**src/rtl/dff_pipe_async_rst.sv**
```systemverilog
// Elastic DEPTH-stage register pipeline with valid/ready handshake, bubble collapse,
// synchronous flush and asynchronous active-low reset. Optional occupancy counter: DFF_PIPE_OCC_COUNT_EN.
module dff_pipe_async_rst #(
  parameter int unsigned      WIDTH   = 8,
  parameter int unsigned      DEPTH   = 2,
  parameter logic [WIDTH-1:0] RST_VAL = '0
) (
  input  logic             clk,
  input  logic             rst_n,
  input  logic             flush,
  input  logic             in_valid,
  output logic             in_ready,
  input  logic [WIDTH-1:0] in_data,
  output logic             out_valid,
  input  logic             out_ready,
  output logic [WIDTH-1:0] out_data
`ifdef DFF_PIPE_OCC_COUNT_EN
  ,
  output logic [$clog2(DEPTH+1)-1:0] occ
`endif
);

  logic [DEPTH-1:0] v_q;
  logic [DEPTH-1:0] v_d;
  logic [DEPTH-1:0] adv;
  logic [DEPTH-1:0] load;
  logic [WIDTH-1:0] d_q [DEPTH];
  logic [WIDTH-1:0] d_d [DEPTH];

  // A stage advances when it is valid and either some stage above it is empty
  // or the output is being consumed; this flattens the recursive ready chain.
  always_comb begin
    logic full_above;
    full_above = 1'b1;
    adv        = '0;
    for (int i = DEPTH - 1; i >= 0; i--) begin
      adv[i]     = v_q[i] & (~full_above | out_ready);
      full_above = full_above & v_q[i];
    end
  end

  assign in_ready = ~flush & (~v_q[0] | adv[0]);

  always_comb begin
    load    = '0;
    load[0] = in_valid & in_ready;
    for (int i = 1; i < DEPTH; i++) begin
      load[i] = adv[i-1];
    end
  end

  always_comb begin
    v_d    = flush ? '0 : (load | (v_q & ~adv));
    d_d[0] = (load[0] & ~flush) ? in_data : d_q[0];
    for (int i = 1; i < DEPTH; i++) begin
      d_d[i] = (load[i] & ~flush) ? d_q[i-1] : d_q[i];
    end
  end

  // stage registers
  always_ff @(posedge clk or negedge rst_n) begin
    if (!rst_n) begin
      v_q <= '0;
      for (int i = 0; i < DEPTH; i++) begin
        d_q[i] <= RST_VAL;
      end
    end else begin
      v_q <= v_d;
      d_q <= d_d;
    end
  end

  assign out_valid = v_q[DEPTH-1];
  assign out_data  = d_q[DEPTH-1];

`ifdef DFF_PIPE_OCC_COUNT_EN
  localparam int unsigned OCC_W = $clog2(DEPTH + 1);

  logic [OCC_W-1:0] occ_q;
  logic [OCC_W-1:0] occ_d;
  logic             push;
  logic             pop;

  assign push = load[0];
  assign pop  = adv[DEPTH-1];

  always_comb begin
    occ_d = occ_q;
    if (flush) begin
      occ_d = '0;
    end else if (push && !pop) begin
      occ_d = occ_q + OCC_W'(1);
    end else if (pop && !push) begin
      occ_d = occ_q - OCC_W'(1);
    end
  end

  // occupancy register
  always_ff @(posedge clk or negedge rst_n) begin
    if (!rst_n) begin
      occ_q <= '0;
    end else begin
      occ_q <= occ_d;
    end
  end

  assign occ = occ_q;
`endif

endmodule
```
**config.mk**
```make
export PLATFORM = sky130hd
export DESIGN_NAME = dff_pipe_async_rst
export DESIGN_NICKNAME = d
export VERILOG_FILES = /design/src/rtl/dff_pipe_async_rst.sv
export SDC_FILE = /design/constraint.sdc
export NUM_CORES = 1
export LEC_CHECK = 0
export CAP_MARGIN = 20
export CORE_MARGIN = 2
export CORE_UTILIZATION = 25
export DETAILED_ROUTE_END_ITERATION = 12
export PLACE_DENSITY = 0.51
export SETUP_SLACK_MARGIN = 0.02
export SYNTH_ARGS = -nofsm -noshare
export SYNTH_HDL_FRONTEND = slang
export SYNTH_SLANG_ARGS = --single-unit
```
**constraint.sdc**
```tcl
create_clock -name clk -period 3.2 [get_ports clk]
set_input_delay 0.48 -clock clk [delete_from_list [all_inputs] [get_ports clk]]
set_output_delay 0.48 -clock clk [all_outputs]
set_load 0.02 [all_outputs]
```
== After elaboration in Yosys (flattened, before gate mapping) ==
Cells that the tools add are included.
Storage, ports and cells
  bits in registers: 18
  output and inout bits: 10
  bits of input ports: 13
  word-level logic and storage cells: 18
Operators by class
  muxes and demuxes: 1
  bitwise gates (word level): 14
Operators by type and width (number)
  1-bit AND: 6
  1-bit inverter: 3
  2-bit AND: 1
  2-bit two-way mux: 1
  2-bit inverter: 1
  1-bit OR: 2
  2-bit OR: 1

== Longest topological paths before layout ==
Gate-level depths: netlist of run 1.
  depth after elaboration: 8
  mapped depth: 4
  gate-level depth less buffers: 3

== Least setup slack after synthesis of run 1 ==
OpenSTA, ideal clock, no wires.
  kind: input -> register
  from: input port out_ready
  to: register d_q[10] (netlist bit)
  stages on the path: 4
  library setup time: 0.125 ns
  path slack: 1.607 ns
  arrival: 1.468 ns
  path buffers: 1
  required time: 3.075 ns
  cell sequence: and3b_2 -> or3b_1 -> buf_6 -> mux2_4
Between the ends
  longest elaborated chain between the ends: 6
Ends and longest elaborated chain
  from (decl): RTL line 15  | input logic out_ready,
  1-bit OR: RTL line 37  | adv[i] = v_q[i] & (~full_above | out_ready);
  1-bit AND: RTL line 37
  1-bit OR: RTL line 42  | assign in_ready = ~flush & (~v_q[0] | adv[0]);
  1-bit AND: RTL line 42
  1-bit AND: RTL line 46  | load[0] = in_valid & in_ready;
  1-bit AND: RTL line 54  | d_d[0] = (load[0] & ~flush) ? in_data : d_q[0];
  to (signal, indexed assignment): RTL line 65  | d_q[i] <= RST_VAL;
  to (signal assigned): RTL line 69  | d_q <= d_d;
  to (decl): RTL line 27  | logic [WIDTH-1:0] d_q [DEPTH];
Every way passes these cells.
A chain may end at the register's enable or synchronous reset.

== Worst setup path in the final report of run 1 ==
  from: input port out_ready
  to: output port in_ready
Between the ends
  longest elaborated chain between the ends: 4
Ends and longest elaborated chain
  1-bit OR: RTL line 37
  1-bit AND: RTL line 37
  1-bit OR: RTL line 42
  1-bit AND: RTL line 42
  to (decl): RTL line 12  | output logic in_ready,
Every way passes these cells.

==> results of run 1 <==
==> metal layers <==
metal	global-route usage	vias to the layer above	part of all wire
li1	-	203	-
met1	0.114	214	0.47
met2	0.123	20	0.44
met3	0.0390	2	0.083
met4	0.0190	0	0.0075
met5	0	-	0
==> where the power goes <==
part / switching, µW / total [µW] / internal, µW
combinational: 77.0 / 190 / 113
clock: 71.3 / 141 / 69.3
sequential: 23.0 / 297 / 274
total: 171 / 628 / 457
==> final timing paths <==
kind	startpoint	end	slack, ns	cells past startpoint
setup reg to reg	v_q[0]	d_q[10]	1.45	3
hold / removal	d_q[10]	out_data[2]	0.51	1
max in group asynchronous	rst_n	d_q[15]	2.08	1
setup / recovery	out_ready	in_ready	0.85	4
min in group asynchronous	rst_n	out_data[3]	0.63	1
hold reg to reg	d_q[10]	out_data[2]	0.51	1
==> worst register-to-register path, stage by stage, from the launching register on <==
cell	delay, ns
dfrtp_1	0.40
and3b_2	0.23
or3b_1	0.61
mux2_4	0.39
==> sequential cells by signal, indices dropped and copies added (netlist names) <==
register  flops
d_q           8
v_q           2
out_data      8
==> stage by stage <==
stage,instances,setup WS (ns),power (µW),area (µm²),hold WS (ns)
after CTS,113,0.834,641,1030,0.518
after global placement,109,0.878,492,993,0.486
after detailed placement,109,0.847,495,993,0.490
after floorplan,52,1.61,444,790,0.184
final,113,0.851,628,1030,0.513
after global routing,113,0.805,664,1030,0.527
==> placed cells by master, fill, tap and decap left out <==
master,netlist,final
and2b_1,1,1
and3b_2,1,1
clkdlybuf4s50_1,0,22
nor2_1,5,5
nor3b_2,1,1
clkbuf_8,0,1
or3b_1,1,1
clkbuf_4,0,3
mux2_4,8,8
mux2_2,8,8
dfrtp_1,18,18
==> logic make-up after synthesis <==
| group | count (synthesis) | share of synthesized area |
|---|---|---|
| buffers and inverters | 9 | 0.0903 |
| flip-flops | 18 | 0.571 |
| multiplexers | 16 | 0.266 |
| AND/OR/NAND/NOR | 9 | 0.0729 |
==> layout make-up <==
class	instances	area, µm²	area share
tap	44	55.1	0.0535
multi-input combinational	25	268	0.260
clock buffer	4	36.3	0.0352
timing repair buffer	22	220	0.214
sequential	18	450	0.437
==> results.cfg, run 1 <==
[sta]
slew_viol_final = 0
worst_pin_slew_ns = 0.780
post-route-period-util = 0.734
hold_viol_final = 0
layout_min_cycle_time_ns = 2.35
setup_viol = 0
finalSetupTns_ns = 0
rsz0062_at_grt = no
max_freq_mhz = 426
maxSlewHeadroom = 0.478
fin_skew_ns = 0.00447

[finish]
drive_above_1_share = 0.319
final_util = 0.340
layout.nets = 83
fillerInstances = 319
syn_to_final_growth_pct = 30.4
antenna-diode-count = 0

[clock_tree]
clock_latency_ns = 0.29
holdBufCountCts = 0
cts_sinks = 18
cts_tree = done
cts_max_path_buffers = 2
htreeDepth = 1
cts_resized = 0
cts-buffers-inserted = 3
cts.clk_slew.worst_paths_ns = 0.11
clock-root-buffer = clkbuf_4
post_cts_buffers = 0

[placement]
place_congestion = 0.579
io_buffer_count = 22
dp.final_hpwl_um = 887

[setup_path]
path_delay_family = buffers and inverters
cp_slowest_cell = clkdlybuf4s50_1
worst_path_most_repeated_cell = clkdlybuf4s50_1
cp.arrival_ns = 1.87
critPathLaunchType = primary input
slowest_delay_ns = 0.61
crit_required_ns = 2.72
crit_fanout = 3
path_cells = clkdlybuf4s50_1 -> and3b_2 -> nor2_1 -> clkdlybuf4s50_1
worstSetupPathType = primary input to output port
cp_num_buf_inv = 2
end_kind = output port

[logic_synthesis]
synth_area_leaders = dfrtp_1 (57%), mux2_4 (15%), mux2_2 (11%), buf_4 (7.6%), nor2_1 (2.4%)
synth_flop_cell = dfrtp_1
netlist_top_cells_count = dfrtp_1 (18), buf_4 (8), mux2_2 (8), mux2_4 (8), nor2_1 (5)
synth-edff-count = 0
syn_nets = 65
synth.avg_cell_area_um2 = 15.2
synth_top_area_share = 0.571
async_reset_ff_frac = 1.00
synthesis.area_um2 = 790
yosys.area.top_type = dfrtp_1
post-synth-top-count-cell = dfrtp_1
ys_seq_area_frac = 0.571
yosys.cell_types.count = 10
ys_seq_elements = 18
syn_inst = 52
yosysWarnings = 0

[power]
cellPowerDensity_nw_per_um2 = 610
power.leakage_uw = 0.000453
ir_drop_v = 0.000145

[route]
postRouteAntennaNets = 0
drtPass1Iterations = 2
wl_per_cell_um = 11.8
drt-total-wl_um = 1330
viasPerCell = 3.88
drt_iter0_markers = 12
drc = 0
vias = 439

[floorplanning]
dieArea_um2 = 3620
core_um2 = 3030
num_io_pins = 23
num_rows = 20
dieWidth_um = 60.2
die_height_um = 60.2
start_util = 0.261

[grt]
grtUsageTotal = 0.0845
antenna_found_initial = 0
grt_pass1_wl_um = 2170
grt_max_degree = 19
grt_overflow = 0
grt_pass1_vias = 451

[flow_run]
drv_cap = 0

[worst_hold_path]
hold_class = register to register

[outcome]
status = finished clean
No activity file was read; power rests on OpenSTA's default activity.
==> run 2, diff against run 1 <==
PLACE_DENSITY = 0.52   (was 0.51)
clock period = 1.95 ns   (was 3.2 ns; I/O delays follow)
==> run 2 against run 1 <==
Clock skew up 0.00060 ns. Critical endpoint unchanged. Non-clock buffer count up 3. Sequential cell count unchanged. Design area up 2.1%.
==> results.cfg, run 2 (synthesis results as in run 1) <==
[outcome]
status = finished clean

[clock_tree]
cts-buffers-inserted = 3
clock-root-buffer = clkbuf_4
clock_latency_ns = 0.29
cts_sinks = 18
htreeDepth = 1
cts_tree = done
cts.clk_slew.worst_paths_ns = 0.11
post_cts_buffers = 0
holdBufCountCts = 0
cts_resized = 1
cts_max_path_buffers = 2

[sta]
setup_ws_ns = 0.256
rsz0062_at_grt = no
slew_viol_final = 0
hold_viol_final = 0
layout_min_cycle_time_ns = 1.69
worst_pin_slew_ns = 0.229
max_freq_mhz = 590
maxSlewHeadroom = 0.847
fin_skew_ns = 0.00506
post-route-period-util = 0.869
setup_viol = 0

[power]
finalPower_uw = 1030
p_int_uw = 752
power.leakage_uw = 0.000469
cellPowerDensity_nw_per_um2 = 982
p_seq_frac = 0.472
swShare = 0.272
ir_drop_v = 0.000314
pwr-share-comb = 0.304
clock_power_share = 0.224
p_switching_uw = 281

[setup_path]
slowest_delay_ns = 0.47
crit_fanout = 3
critPathLaunchType = primary input
cp_num_buf_inv = 2
end_kind = output port
path_delay_family = buffers and inverters
worstSetupPathType = primary input to output port
cp.arrival_ns = 1.40
r2r_slack_ns = 0.38
cp_slowest_cell = clkdlybuf4s50_1
crit_required_ns = 1.66
path_cells = clkdlybuf4s50_1 -> and3b_2 -> nor2_1 -> dlygate4sd2_1

[floorplanning]
core_um2 = 3030
die_height_um = 60.2
start_util = 0.261
num_io_pins = 23
num_rows = 20
dieWidth_um = 60.2
dieArea_um2 = 3620

[placement]
io_buffer_count = 22
place_congestion = 0.598
pre_cts_ws_ns = -0.0332
dp.final_hpwl_um = 901

[route]
drc = 0
wl_met3_um = 117
drtPass1Iterations = 2
wl_per_cell_um = 11.0
drt_iter0_markers = 9
postRouteAntennaNets = 0
drt-total-wl_um = 1280
maxUsedRoutingLayer = met4
viasPerCell = 3.78
met2WireLength_um = 578
vias = 438
wl_met1_um = 563

[grt]
grt_max_degree = 19
grtUsageTotal = 0.0833
grt_pass1_vias = 457
antenna_found_initial = 0
grt_pass1_wl_um = 2070
grt_overflow = 0

[worst_hold_path]
hold_class = primary input to asynchronous set/reset pin

[finish]
final_common_cell = clkdlybuf4s50_1
layout_common_cells = clkdlybuf4s50_1 (21), dfrtp_1 (18), mux2_2 (8), mux2_4 (8), nor2_1 (5)
syn_to_final_growth_pct = 33.1
drive_above_1_share = 0.347
layout.nets = 86
antenna-diode-count = 0
fillerInstances = 324

[flow_run]
drv_cap = 0
[run 2: final timing paths]
path                            end  startpoint  cells past startpoint
min                         d_q[12]       rst_n                      2
min in group clk            d_q[13]     d_q[13]                      1
max reg2reg                 d_q[13]      v_q[0]                      4
max in group asynchronous   d_q[11]       rst_n                      2
max                        in_ready   out_ready                      4
min reg2reg                 d_q[13]     d_q[13]                      1
[run 2: cell type report]
cell class	count	area, µm²	area share
sequential	18	450	0.429
multi-input combinational	25	268	0.255
clock buffer	4	36.3	0.0345
tap	44	55.1	0.0524
timing repair buffer	25	241	0.230
[run 2: metrics by stage]
step	instances	instance area [µm²]	TNS (ns)	hold WS, ns	util
final	116	1050	0	0.304	0.347
after global routing	116	1050	0	0.295	0.347
after CTS	116	1050	0	0.308	0.347
after detailed placement	112	1020	-0.0470	0.489	0.336
after global placement	112	1020	0	0.490	0.336
after floorplan	52	790	0	-0.00309	-
[run 2: power by group through the flow]
stage	Sequential [µW]	Combinational (µW)	Clock, µW
6_report	488	314	231
3_5_place_dp	495	319	0
5_1_grt	500	336	263
2_1_floorplan	487	241	0
4_1_cts	490	318	241
3_3_place_gp	493	318	0
[run 2: metal layers]
metal  global-route usage  vias to the layer above
met3               0.0476                        2
met5                    0                        -
met1               0.0893                      212
met2                0.132                       16
met4               0.0381                        0
li1                     -                      208
==> run 3, diff against run 2 <==
PLACE_DENSITY = unset   (was 0.52)
==> run 3 against run 2 <==
Global-route usage grew 0.20 points. Critical path depth is the same. Clock skew shrank 0.0047 ns. Register-to-register slack lost 0.02 ns. Design area grew 0.71%. Highest routed layer unchanged. Critical path type unchanged. Critical endpoint unchanged. Total power shrank 0.58%. Hold slack gained 0.025 ns.
==> results.cfg, run 3 (synthesis results as in run 1) <==
[outcome]
status = finished clean

[clock_tree]
cts_resized = 1
clock_latency_ns = 0.28
cts-buffers-inserted = 3
clock-root-buffer = clkbuf_4
htreeDepth = 1
holdBufCountCts = 0
cts_sinks = 18
post_cts_buffers = 0
cts.clk_slew.worst_paths_ns = 0.10
cts_max_path_buffers = 2
cts_tree = done

[sta]
finalSetupTns_ns = 0
maxSlewHeadroom = 0.850
post-route-period-util = 0.860
setup_viol = 0
layout_min_cycle_time_ns = 1.68
fin_skew_ns = 0.000409
rsz0062_at_grt = no
worst_pin_slew_ns = 0.224
setup_ws_ns = 0.272
hold_viol_final = 0
slew_viol_final = 0
max_freq_mhz = 596

[setup_path]
critPathLaunchType = primary input
crit_required_ns = 1.66
end_kind = output port
r2r_slack_ns = 0.36
path_cells = clkdlybuf4s50_1 -> and3b_2 -> nor2_1 -> dlygate4sd2_1
worstSetupPathType = primary input to output port
crit_fanout = 3
slowest_delay_ns = 0.46
cp_slowest_cell = clkdlybuf4s50_1
cp.arrival_ns = 1.39

[floorplanning]
core_um2 = 3030
start_util = 0.261
dieArea_um2 = 3620
num_io_pins = 23
dieWidth_um = 60.2
die_height_um = 60.2
num_rows = 20

[finish]
drive_above_1_share = 0.356
syn_to_final_growth_pct = 34.1
layout.nets = 87
layout_common_cells = clkdlybuf4s50_1 (21), dfrtp_1 (18), mux2_2 (8), mux2_4 (8), nor2_1 (5)
final_common_cell = clkdlybuf4s50_1
fillerInstances = 315
multi_input_area_um2 = 268
seq_area_um2 = 450
antenna-diode-count = 0

[grt]
grt_pass1_wl_um = 2170
grt_max_degree = 19
grtUsageTotal = 0.0853
grt_overflow = 0
grt_pass1_vias = 487
antenna_found_initial = 0

[worst_hold_path]
hold_class = primary input to asynchronous set/reset pin

[route]
drc = 0
drt_iter0_markers = 9
postRouteAntennaNets = 0
viasPerCell = 3.79
wl_per_cell_um = 11.2
drtPass1Iterations = 2
drt-total-wl_um = 1310
vias = 444

[power]
finalPower_uw = 1030
cellPowerDensity_nw_per_um2 = 970
ir_drop_v = 0.000204
power.leakage_uw = 0.000473

[placement]
dp.final_hpwl_um = 977
io_buffer_count = 22
place_congestion = 0.640
pre_cts_ws_ns = -0.0238

[flow_run]
drv_cap = 0
==> run 3: cell count changes in the layout (fill, tap and decap cells not counted) <==
cell / before / now
buf_4: 3 / 4
==> run 3: final timing paths <==
path | start | to | cells after the start
setup / recovery | out_ready | in_ready | 4
min in group clk | out_data[6] | out_data[6] | 1
setup reg to reg | v_q[0] | d_q[14] | 4
max in group asynchronous | rst_n | d_q[11] | 2
hold / removal | rst_n | d_q[15] | 2
hold reg to reg | out_data[6] | out_data[6] | 1
==> run 3: metal layers <==
metal | routed length, µm | vias up | part of all wire | GRT usage
li1 | - | 212 | - | -
met1 | 590 | 218 | 0.45 | 0.0995
met2 | 608 | 12 | 0.47 | 0.135
met3 | 94 | 2 | 0.072 | 0.0303
met4 | 12 | 0 | 0.0092 | 0.0476
met5 | 0 | - | 0 | 0
==> run 3: per-stage QoR <==
step,hold slack [ns],area (µm²),std cells,utilization
final,0.328,1060,117,0.350
after global routing,0.341,1060,117,0.350
after CTS,0.327,1060,117,0.350
after detailed placement,0.491,1020,113,0.338
after global placement,0.484,1020,113,0.338
after floorplan,-0.00309,790,52,-
==> run 3: area by class of cell <==
class                      count  share of cell area
sequential                    18               0.426
multi-input combinational     25               0.253
timing repair buffer          26               0.235
tap                           44              0.0520
clock buffer                   4              0.0343
==> run 3: power breakdown <==
group	total, µW	switching [µW]	internal, µW	leakage (µW)
Clock	223	110	114	0.0000210
Sequential	487	36.8	450	0.000215
Combinational	317	127	189	0.000237
Total	1030	273	753	0.000473
==> run 3: critical path, delay by kind of cell <==
| family | cells | cell delay [ns] |
|---|---|---|
| buffers and inverters | 2 | 0.80 |
| AND/OR/NAND/NOR | 2 | 0.30 |
